==> src/rtl/id_stage_if.sv <==
// id_stage_if: fetch/decode/execute/writeback signal bundle for id_stage.
//   slave  modport: the decode stage (id_stage) side.
//   master modport: the driving environment (fetch, execute, writeback).
//   if_valid/if_instr/if_ready : fetch handshake, instr = op|rd|ra|rb|imm3
//   flush                      : kill the instruction held for execute
//   rd_a_sel/rd_b_sel          : register-file read selects
//   ex_valid/ex_ready/ex_*     : decoded instruction handed to execute
//   wb_ld_valid/wb_ld_sel      : load writeback completion
interface id_stage_if;
    logic        if_valid;
    logic [15:0] if_instr;
    logic        if_ready;
    logic        flush;
    logic [2:0]  rd_a_sel;
    logic [2:0]  rd_b_sel;
    logic        ex_valid;
    logic        ex_ready;
    logic [3:0]  ex_op;
    logic [2:0]  ex_wr_sel;
    logic        ex_wr_en;
    logic [2:0]  ex_imm;
    logic        wb_ld_valid;
    logic [2:0]  wb_ld_sel;

    modport slave (
        input  if_valid, if_instr, flush, ex_ready, wb_ld_valid, wb_ld_sel,
        output if_ready, rd_a_sel, rd_b_sel, ex_valid, ex_op, ex_wr_sel, ex_wr_en, ex_imm
    );

    modport master (
        output if_valid, if_instr, flush, ex_ready, wb_ld_valid, wb_ld_sel,
        input  if_ready, rd_a_sel, rd_b_sel, ex_valid, ex_op, ex_wr_sel, ex_wr_en, ex_imm
    );
endinterface

==> src/rtl/id_stage.sv <==
// id_stage: instruction decode stage with held register-file selects and optional load-use scoreboard.
//   clk   : single clock, all state on rising edge
//   rst_n : asynchronous active-low reset
//   bus   : id_stage_if.slave (fetch handshake, flush, read selects, execute outputs, load writeback)
//   Macro ID_SCOREBOARD_EN enables the 8-bit pending-load mask and hazard stall;
//   without it load-use spacing is left to the compiler and writeback inputs are ignored.
module id_stage #(
    parameter logic [3:0] LOAD_OP = 4'hA,
    parameter logic [3:0] NOP_OP  = 4'hF
) (
    input  logic      clk,
    input  logic      rst_n,
    id_stage_if.slave bus
);
    logic [3:0] op;
    logic [2:0] rd, ra, rb, imm;
    logic       hazard, if_ready, accept;
    logic       ex_valid_q, ex_valid_d, ex_wr_en_q, ex_wr_en_d;
    logic [3:0] ex_op_q, ex_op_d;
    logic [2:0] ex_wr_sel_q, ex_wr_sel_d, ex_imm_q, ex_imm_d, ra_q, ra_d, rb_q, rb_d;

    assign {op, rd, ra, rb, imm} = bus.if_instr;
    assign if_ready = !bus.flush && !hazard && (!ex_valid_q || bus.ex_ready);
    assign accept   = bus.if_valid && if_ready;

    // Selects follow the offered instruction only while it can be taken; otherwise
    // they hold the last accepted sources so the registered read data stays stable.
    assign bus.if_ready  = if_ready;
    assign bus.rd_a_sel  = if_ready ? ra : ra_q;
    assign bus.rd_b_sel  = if_ready ? rb : rb_q;
    assign bus.ex_valid  = ex_valid_q;
    assign bus.ex_op     = ex_op_q;
    assign bus.ex_wr_sel = ex_wr_sel_q;
    assign bus.ex_wr_en  = ex_wr_en_q;
    assign bus.ex_imm    = ex_imm_q;

    always_comb begin
        ex_valid_d  = bus.flush ? 1'b0 : accept ? 1'b1 : ex_valid_q && !bus.ex_ready;
        ex_op_d     = accept ? op : ex_op_q;
        ex_wr_sel_d = accept ? rd : ex_wr_sel_q;
        ex_wr_en_d  = accept ? (op != NOP_OP) : ex_wr_en_q;
        ex_imm_d    = accept ? imm : ex_imm_q;
        ra_d        = accept ? ra : ra_q;
        rb_d        = accept ? rb : rb_q;
    end

    always_ff @(posedge clk or negedge rst_n) begin
        if (!rst_n) begin
            ex_valid_q  <= 1'b0;
            ex_op_q     <= NOP_OP;
            ex_wr_sel_q <= 3'd0;
            ex_wr_en_q  <= 1'b0;
            ex_imm_q    <= 3'd0;
            ra_q        <= 3'd0;
            rb_q        <= 3'd0;
        end else begin
            ex_valid_q  <= ex_valid_d;
            ex_op_q     <= ex_op_d;
            ex_wr_sel_q <= ex_wr_sel_d;
            ex_wr_en_q  <= ex_wr_en_d;
            ex_imm_q    <= ex_imm_d;
            ra_q        <= ra_d;
            rb_q        <= rb_d;
        end
    end

`ifdef ID_SCOREBOARD_EN
    logic [7:0] pend_q, pend_d;

    // Set is OR-ed in after the clear so a new load to the same register wins.
    // Flush does not touch the mask: loads already issued still write back.
    assign pend_d = (pend_q & ~(bus.wb_ld_valid ? (8'd1 << bus.wb_ld_sel) : 8'd0))
                  | ((accept && op == LOAD_OP) ? (8'd1 << rd) : 8'd0);
    // Uses the registered mask, so a bit clearing this cycle still stalls.
    assign hazard = bus.if_valid && (pend_q[ra] || pend_q[rb] || pend_q[rd]);

    always_ff @(posedge clk or negedge rst_n) begin
        if (!rst_n) pend_q <= 8'd0;
        else        pend_q <= pend_d;
    end
`else
    logic unused_wb;

    assign hazard    = 1'b0;
    assign unused_wb = ^{bus.wb_ld_valid, bus.wb_ld_sel};
`endif
endmodule

==> src/flat_wrapper.sv <==
// flat-port wrapper written by rule: the top's interface ports become plain ports
module id_stage_flat 
#(
    parameter logic [3:0] LOAD_OP = 4'hA,
    parameter logic [3:0] NOP_OP  = 4'hF
)
  (clk, rst_n, bus_if_valid, bus_if_instr, bus_flush, bus_ex_ready, bus_wb_ld_valid, bus_wb_ld_sel, bus_if_ready, bus_rd_a_sel, bus_rd_b_sel, bus_ex_valid, bus_ex_op, bus_ex_wr_sel, bus_ex_wr_en, bus_ex_imm);
  id_stage_if bus_i ();
  input  logic clk;
  input  logic rst_n;
  input wire logic [$bits(bus_i.if_valid)-1:0] bus_if_valid;
  input wire logic [$bits(bus_i.if_instr)-1:0] bus_if_instr;
  input wire logic [$bits(bus_i.flush)-1:0] bus_flush;
  input wire logic [$bits(bus_i.ex_ready)-1:0] bus_ex_ready;
  input wire logic [$bits(bus_i.wb_ld_valid)-1:0] bus_wb_ld_valid;
  input wire logic [$bits(bus_i.wb_ld_sel)-1:0] bus_wb_ld_sel;
  output wire logic [$bits(bus_i.if_ready)-1:0] bus_if_ready;
  output wire logic [$bits(bus_i.rd_a_sel)-1:0] bus_rd_a_sel;
  output wire logic [$bits(bus_i.rd_b_sel)-1:0] bus_rd_b_sel;
  output wire logic [$bits(bus_i.ex_valid)-1:0] bus_ex_valid;
  output wire logic [$bits(bus_i.ex_op)-1:0] bus_ex_op;
  output wire logic [$bits(bus_i.ex_wr_sel)-1:0] bus_ex_wr_sel;
  output wire logic [$bits(bus_i.ex_wr_en)-1:0] bus_ex_wr_en;
  output wire logic [$bits(bus_i.ex_imm)-1:0] bus_ex_imm;
  assign bus_i.if_valid = bus_if_valid;
  assign bus_i.if_instr = bus_if_instr;
  assign bus_i.flush = bus_flush;
  assign bus_i.ex_ready = bus_ex_ready;
  assign bus_i.wb_ld_valid = bus_wb_ld_valid;
  assign bus_i.wb_ld_sel = bus_wb_ld_sel;
  assign bus_if_ready = bus_i.if_ready;
  assign bus_rd_a_sel = bus_i.rd_a_sel;
  assign bus_rd_b_sel = bus_i.rd_b_sel;
  assign bus_ex_valid = bus_i.ex_valid;
  assign bus_ex_op = bus_i.ex_op;
  assign bus_ex_wr_sel = bus_i.ex_wr_sel;
  assign bus_ex_wr_en = bus_i.ex_wr_en;
  assign bus_ex_imm = bus_i.ex_imm;
  id_stage #(.LOAD_OP(LOAD_OP), .NOP_OP(NOP_OP)) u_core (.clk(clk), .rst_n(rst_n), .bus(bus_i));
endmodule
==> config.mk <==
export PLATFORM = sky130hd
export DESIGN_NAME = id_stage_flat
export DESIGN_NICKNAME = d
export VERILOG_FILES = /design/src/rtl/id_stage_if.sv /design/src/rtl/id_stage.sv /design/src/flat_wrapper.sv
export SDC_FILE = /design/constraint.sdc
export NUM_CORES = 1
export LEC_CHECK = 0
export CAP_MARGIN = 10
export CORE_AREA = 4 4 50 52
export DETAILED_ROUTE_END_ITERATION = 12
export DIE_AREA = 0 0 54 56
export PLACE_DENSITY = 0.79
export SYNTH_ARGS = -nofsm -noshare
export SYNTH_HDL_FRONTEND = slang
export SYNTH_SLANG_ARGS = --single-unit
==> constraint.sdc <==
create_clock -name clk -period 2.8 [get_ports clk]
set_clock_uncertainty 0.05 [all_clocks]
set_input_delay 0.84 -clock clk [delete_from_list [all_inputs] [get_ports clk]]
set_output_delay 0.84 -clock clk [all_outputs]
set_load 0.01 [all_outputs]
# Yosys cells after proc, flatten, opt, wreduce, memory -nomap -nowiden
# Cells that the tools add are included.
[classes]
n_reduce_logical = 7
n_bitwise = 0
addsub = 0
n_mux = 4
mul = 0
eq_ne = 1
div_mod_pow = 0
magnitude_cmp = 0
shift = 0
[op_table]
columns = ["op", "n"]
rows = [
  ["$mux 3", 2],
  ["$ne 4x4->1 const B", 1],
  ["$logic_and 1x1->1", 3],
  ["$logic_not 1->1", 3],
  ["$mux 1", 2],
  ["$logic_or 1x1->1", 1],
]
[word_totals]
out_inout_bits = 19
input_bits = 25
memories = 0
rom_bits = 0
wordCells = 19
ramBits = 0
regBits = 18
latchBits = 0

# Logic depth before layout (Yosys ltp)
[depth]
word_depth = 6
mapped_depth = 4

# Worst setup path after synthesis
# Ideal clock, no wire load.
[synth_path]
path_kind = "input -> output"
from = "input bus_ex_ready"
to = "output bus_rd_a_sel[0]"
slack_ps = 364
arrival_ps = 1546
n_path_buf = 0
stages = 3
path_cell_list = "nor2b_4 nor2_2 mux2_2"
[synth_between]
elab_chain_len = 3
[synth_lines]
columns = ["item", "line_no", "rtl"]
rows = [
  ["from (decl)", "flat_wrapper.sv:14", "input wire logic [$bits(bus_i.ex_ready)-1:0] bus_ex_ready;"],
  ["$logic_or 1x1->1", "id_stage.sv:23", "assign if_ready = !bus.flush && !hazard && (!ex_valid_q || bus.ex_ready);"],
  ["$logic_and 1x1->1", "id_stage.sv:23", ""],
  ["named net bus_if_ready", "flat_wrapper.sv:17", "output wire logic [$bits(bus_i.if_ready)-1:0] bus_if_ready;"],
  ["$mux 3", "id_stage.sv:29", "assign bus.rd_a_sel = if_ready ? ra : ra_q;"],
  ["to (decl)", "flat_wrapper.sv:18", "output wire logic [$bits(bus_i.rd_a_sel)-1:0] bus_rd_a_sel;"],
]
# The timed path passes the listed nets, and every way through them passes these cells.

# Worst setup path in the final report
[layout_path]
from = "input bus_flush"
to = "output bus_rd_a_sel[0]"
[layout_between]
elab_chain_len = 3
[layout_lines]
columns = ["item", "line_no", "rtl"]
rows = [
  ["from (decl)", "flat_wrapper.sv:13", "input wire logic [$bits(bus_i.flush)-1:0] bus_flush;"],
  ["$logic_not 1->1", "id_stage.sv:23", ""],
  ["$logic_and 1x1->1", "id_stage.sv:23", ""],
  ["$mux 3", "id_stage.sv:29", ""],
]
# Every way passes these cells.

==> report_table.html <==
<table>
<tr><th>Metric</th><th>Value</th></tr>
<tr><th colspan="2">Run status</th></tr>
<tr><td>Result of the run</td><td>completed</td></tr>
<tr><th colspan="2">Yosys</th></tr>
<tr><td>Mapped Nets</td><td>73</td></tr>
<tr><td>Prevailing post-synth register cell</td><td>sky130_fd_sc_hd__dfrtp_1</td></tr>
<tr><td>Most frequent cells after synthesis</td><td>sky130_fd_sc_hd__mux2_2 (23), sky130_fd_sc_hd__dfrtp_1 (14), sky130_fd_sc_hd__dfstp_2 (4)</td></tr>
<tr><td>Summed instance area of the synthesized netlist</td><td>approximately 800 sq um</td></tr>
<tr><td>Cell count after synthesis</td><td>48</td></tr>
<tr><td>Number of unique standard cell types used by synthesis</td><td>9</td></tr>
<tr><td>Number of synthesized flops with an enable pin</td><td>0</td></tr>
<tr><td>Sequential-to-total area share from yosys stat</td><td>58.24%</td></tr>
<tr><td>Cell with the most instances after synthesis</td><td>sky130_fd_sc_hd__mux2_2</td></tr>
<tr><td>Synthesis warning total</td><td>0</td></tr>
<tr><td>FFs w/ async S/R, synth</td><td>100.0%</td></tr>
<tr><td>Syn Area/Cell</td><td>approximately 16 sq um</td></tr>
<tr><td>Largest cells by area after synthesis</td><td>sky130_fd_sc_hd__dfrtp_1 (45%), sky130_fd_sc_hd__mux2_2 (33%), sky130_fd_sc_hd__dfstp_2 (13%)</td></tr>
<tr><td>Number of storage elements in the synthesis netlist</td><td>18</td></tr>
<tr><td>Synth area leader</td><td>sky130_fd_sc_hd__dfrtp_1</td></tr>
<tr><td>Post-synth top area share</td><td>~45%</td></tr>
<tr><th colspan="2">GRT</th></tr>
<tr><td>Met2 usage in global routing</td><td>22.66%</td></tr>
<tr><td>GR Util All Layers</td><td>between 10% and 20%</td></tr>
<tr><td>Maximum number of pins on one net before global-route repair</td><td>19</td></tr>
<tr><td>Total grt overflow</td><td>0</td></tr>
<tr><td>Met1 track demand over resource</td><td>approximately 16%</td></tr>
<tr><td>Layer with the highest usage after global routing</td><td>met2</td></tr>
<tr><td>Vias in the first global route</td><td>approximately 630</td></tr>
<tr><td>First-pass GRT wire length</td><td>around 3000 um</td></tr>
<tr><td>Grt met3 use</td><td>2.681%</td></tr>
<tr><td>Antenna violations before repair</td><td>0</td></tr>
<tr><th colspan="2">Timing</th></tr>
<tr><td>Fin Setup TNS</td><td>0 ns</td></tr>
<tr><td>Setup-failing EPs final</td><td>0</td></tr>
<tr><td>Final Max Tran Viols</td><td>0</td></tr>
<tr><td>Final Hold Viols</td><td>0</td></tr>
<tr><td>Part of the cycle the worst path needs</td><td>between 90% and 100%</td></tr>
<tr><td>Max frequency</td><td>approximately 370 MHz</td></tr>
<tr><td>Actual transition at the worst max-transition pin</td><td>0.7925 ns</td></tr>
<tr><td>Worst relative slew slack</td><td>approximately 47%</td></tr>
<tr><td>Setup repair after global routing missed its margin</td><td>false</td></tr>
<tr><td>Time the final worst path needs with I/O delays and setup</td><td>roughly 2.7 ns</td></tr>
<tr><th colspan="2">Clock network</th></tr>
<tr><td>CTS sink cnt</td><td>18</td></tr>
<tr><td>Clock insertion delay at the later pin of the skew report</td><td>around 0.28 ns</td></tr>
<tr><td>Inserted Clock Buffers</td><td>3</td></tr>
<tr><td>CTS tree</td><td>done</td></tr>
<tr><td>CTS max path bufs</td><td>2</td></tr>
<tr><td>Hold-fix buffer count after cts</td><td>0</td></tr>
<tr><td>Deepest level of the CTS H-tree</td><td>1</td></tr>
<tr><td>CTS Root Buffer Type</td><td>sky130_fd_sc_hd__clkbuf_4</td></tr>
<tr><td>Number of buffers inserted to repair setup after CTS</td><td>0</td></tr>
<tr><td>Post-CTS clock slew at the launch and capture registers of the worst setup and hold paths</td><td>0.10 ns</td></tr>
<tr><th colspan="2">Floorplanning</th></tr>
<tr><td># rows</td><td>17</td></tr>
<tr><td>Effective utilization at floorplan</td><td>a little under two fifths</td></tr>
<tr><td>Core Footprint</td><td>around 2100 sq um</td></tr>
<tr><td>Die extent in y</td><td>about 56 um</td></tr>
<tr><td>Die Footprint</td><td>a little over 3000 sq um</td></tr>
<tr><td>X dimension of the die</td><td>~54 um</td></tr>
<tr><td>Boundary Pins</td><td>between 40 and 50</td></tr>
<tr><th colspan="2">Placement</th></tr>
<tr><td>Placed Instances</td><td>around 120</td></tr>
<tr><td>Final weighted congestion of routability-driven global placement</td><td>about 0.66</td></tr>
<tr><td>Number of I/O port buffers</td><td>39</td></tr>
<tr><td>Cell area reported after detailed placement</td><td>roughly 1200 sq um</td></tr>
<tr><th colspan="2">Pwr</th></tr>
<tr><td>Largest vdd supply drop</td><td>about 400 uV</td></tr>
<tr><td>Final Total Pwr</td><td>0.6889 mW</td></tr>
<tr><td>Leak Pwr</td><td>about 0.52 nW</td></tr>
<tr><td>Pwr/cell area</td><td>around 550 nW/um^2</td></tr>
<tr><th colspan="2">Critical path</th></tr>
<tr><td>Critical path endpoint category</td><td>primary output</td></tr>
<tr><td>Maximum fanout count along the critical path</td><td>5</td></tr>
<tr><td>Arrival time reported for the critical path endpoint</td><td>1.82 ns</td></tr>
<tr><td>CP required</td><td>~1.9 ns</td></tr>
<tr><td>Type of the worst setup path</td><td>in -&gt; out</td></tr>
<tr><td>Crit path launch type</td><td>input port</td></tr>
<tr><th colspan="2">Drt</th></tr>
<tr><td>Starting DRC count in detailed routing</td><td>5</td></tr>
<tr><td>Total Routed Length</td><td>1770 um</td></tr>
<tr><td>Number of search-and-repair iterations in the first detailed-routing pass</td><td>2</td></tr>
<tr><td>Wire length per cell after detailed routing</td><td>14.39 um</td></tr>
<tr><td>Antenna violation net count after detailed routing</td><td>0</td></tr>
<tr><td>Total DRC errors in the routed layout</td><td>0</td></tr>
<tr><td>Routed via count</td><td>about 570</td></tr>
<tr><td>Via density</td><td>about 4.6</td></tr>
<tr><th colspan="2">Cells and area</th></tr>
<tr><td>Area of the multi-input gates</td><td>roughly 310 sq um</td></tr>
<tr><td>Finished layout cell area</td><td>~1300 sq um</td></tr>
<tr><td>Post-route insts no fill</td><td>roughly 120</td></tr>
<tr><td>Number of fill cells</td><td>about 170</td></tr>
<tr><td>Final layout net count</td><td>~120</td></tr>
<tr><td>Layout overhead on the synthesized area</td><td>60.48%</td></tr>
<tr><td># diodes</td><td>0</td></tr>
<tr><td>Share of final-layout standard cells stronger than drive strength 1</td><td>between 40% and 50%</td></tr>
<tr><td>Register area</td><td>455.4 sq um</td></tr>
<tr><th colspan="2">Worst hold path</th></tr>
<tr><td>Type of the tightest min-delay check</td><td>reg -&gt; reg</td></tr>
<tr><th colspan="2">Job</th></tr>
<tr><td>Max_cap viols</td><td>0</td></tr>
</table>
-- routing by layer --
| metal | routed length, um | share of wire (%) | up-vias |
|---|---|---|---|
| li1 | - | - | 264 |
| met1 | 697 | 39 | 283 |
| met2 | 944 | 53 | 18 |
| met3 | 108 | 6.1 | 2 |
| met4 | 19 | 1.1 | 0 |
| met5 | 0 | 0 | - |
-- layout make-up --
type,count,area share (%)
Clock buffer,4,2.891
Multi-Input combinational cell,29,24.83
Sequential cell,18,36.29
Tap cell,28,2.792
Timing Repair Buffer,44,33.20
-- report_power, final --
| part | internal, mW | total [mW] | leakage (nW) | switching (mW) |
|---|---|---|---|---|
| sequential | 0.308 | 0.327 | 0.205 | 0.0194 |
| combinational | 0.133 | 0.205 | 0.298 | 0.0727 |
| clock | 0.0791 | 0.156 | 0.0210 | 0.0770 |
-- cells by family (layout without fill, tap and decap cells) --
kind of cell  Yosys count  count (layout)  synth area share [%]
mux                    23              23                 33.12
buf+inv                 1              48                 1.919
simple gates            6               6                 6.721
flops                  18              18                 58.24
-- repair_timing --
action / 4_1_cts / 5_1_grt
endpoints found under the setup margin: 7 / 6
pin swaps: 1 / 0
resized for setup: 22 / 6
-- worst paths after layout --
| path | from | endpoint | slack, ns | cells past startpoint |
|---|---|---|---|---|
| max | bus_flush | bus_rd_a_sel[0] | 0.09 | 5 |
| min | u_core.rb_q[2] | u_core.rb_q[2] | 0.46 | 1 |
| max reg2reg | u_core.bus.ex_valid | u_core.bus.ex_imm[0] | 1.26 | 5 |
| min reg2reg | u_core.rb_q[2] | u_core.rb_q[2] | 0.46 | 1 |
| max in group asynchronous | rst_n | u_core.bus.ex_imm[1] | 1.25 | 1 |
| min in group asynchronous | rst_n | u_core.bus.ex_wr_sel[2] | 0.96 | 1 |
-- placed cells by master (no fill, tap or decap) --
| master | n |
|---|---|
| sky130_fd_sc_hd__buf_12 | 1 |
| sky130_fd_sc_hd__clkdlybuf4s50_1 | 30 |
| sky130_fd_sc_hd__dfstp_2 | 4 |
| sky130_fd_sc_hd__nand4_1 | 1 |
| sky130_fd_sc_hd__mux2_2 | 23 |
| sky130_fd_sc_hd__nor2b_4 | 1 |
| sky130_fd_sc_hd__clkdlybuf4s15_2 | 1 |
| sky130_fd_sc_hd__clkbuf_4 | 3 |
| sky130_fd_sc_hd__dlygate4sd2_1 | 1 |
| sky130_fd_sc_hd__dfrtp_1 | 14 |
| sky130_fd_sc_hd__nor2_1 | 2 |
| sky130_fd_sc_hd__buf_4 | 3 |
| sky130_fd_sc_hd__buf_2 | 4 |
| sky130_fd_sc_hd__nor3b_4 | 1 |
| sky130_fd_sc_hd__buf_6 | 1 |
| sky130_fd_sc_hd__clkbuf_2 | 2 |
| sky130_fd_sc_hd__nor2_2 | 1 |
| sky130_fd_sc_hd__dlymetal6s2s_1 | 1 |
| sky130_fd_sc_hd__clkbuf_8 | 1 |
-- registers in the layout (all words and copies together) (netlist names) --
signal                cells
u_core.bus.ex_imm         3
u_core.rb_q               3
u_core.ra_q               3
u_core.bus.ex_wr_en       1
u_core.bus.ex_op          4
u_core.bus.ex_wr_sel      3
u_core.bus.ex_valid       1
-- critical path, cell delays in order --
cell and delay, ns:
sky130_fd_sc_hd__dlygate4sd2_1 0.26, sky130_fd_sc_hd__nor2_2 0.12, sky130_fd_sc_hd__buf_6 0.13, sky130_fd_sc_hd__mux2_2 0.33
sky130_fd_sc_hd__buf_2 0.14
-- metrics by stage --
step	hold WS [ns]	setup slack (ns)	utilization, %
CTS	0.4692	0.003976	60.84
floorplan	0.4266	0.3638	-
finish	0.4643	0.09008	59.60
global placement	0.4349	-0.5568	59.00
global route	0.4793	0.05651	59.60
detailed placement	0.4466	-0.5666	59.00
Note: power is estimated with default switching activity, not from simulation.
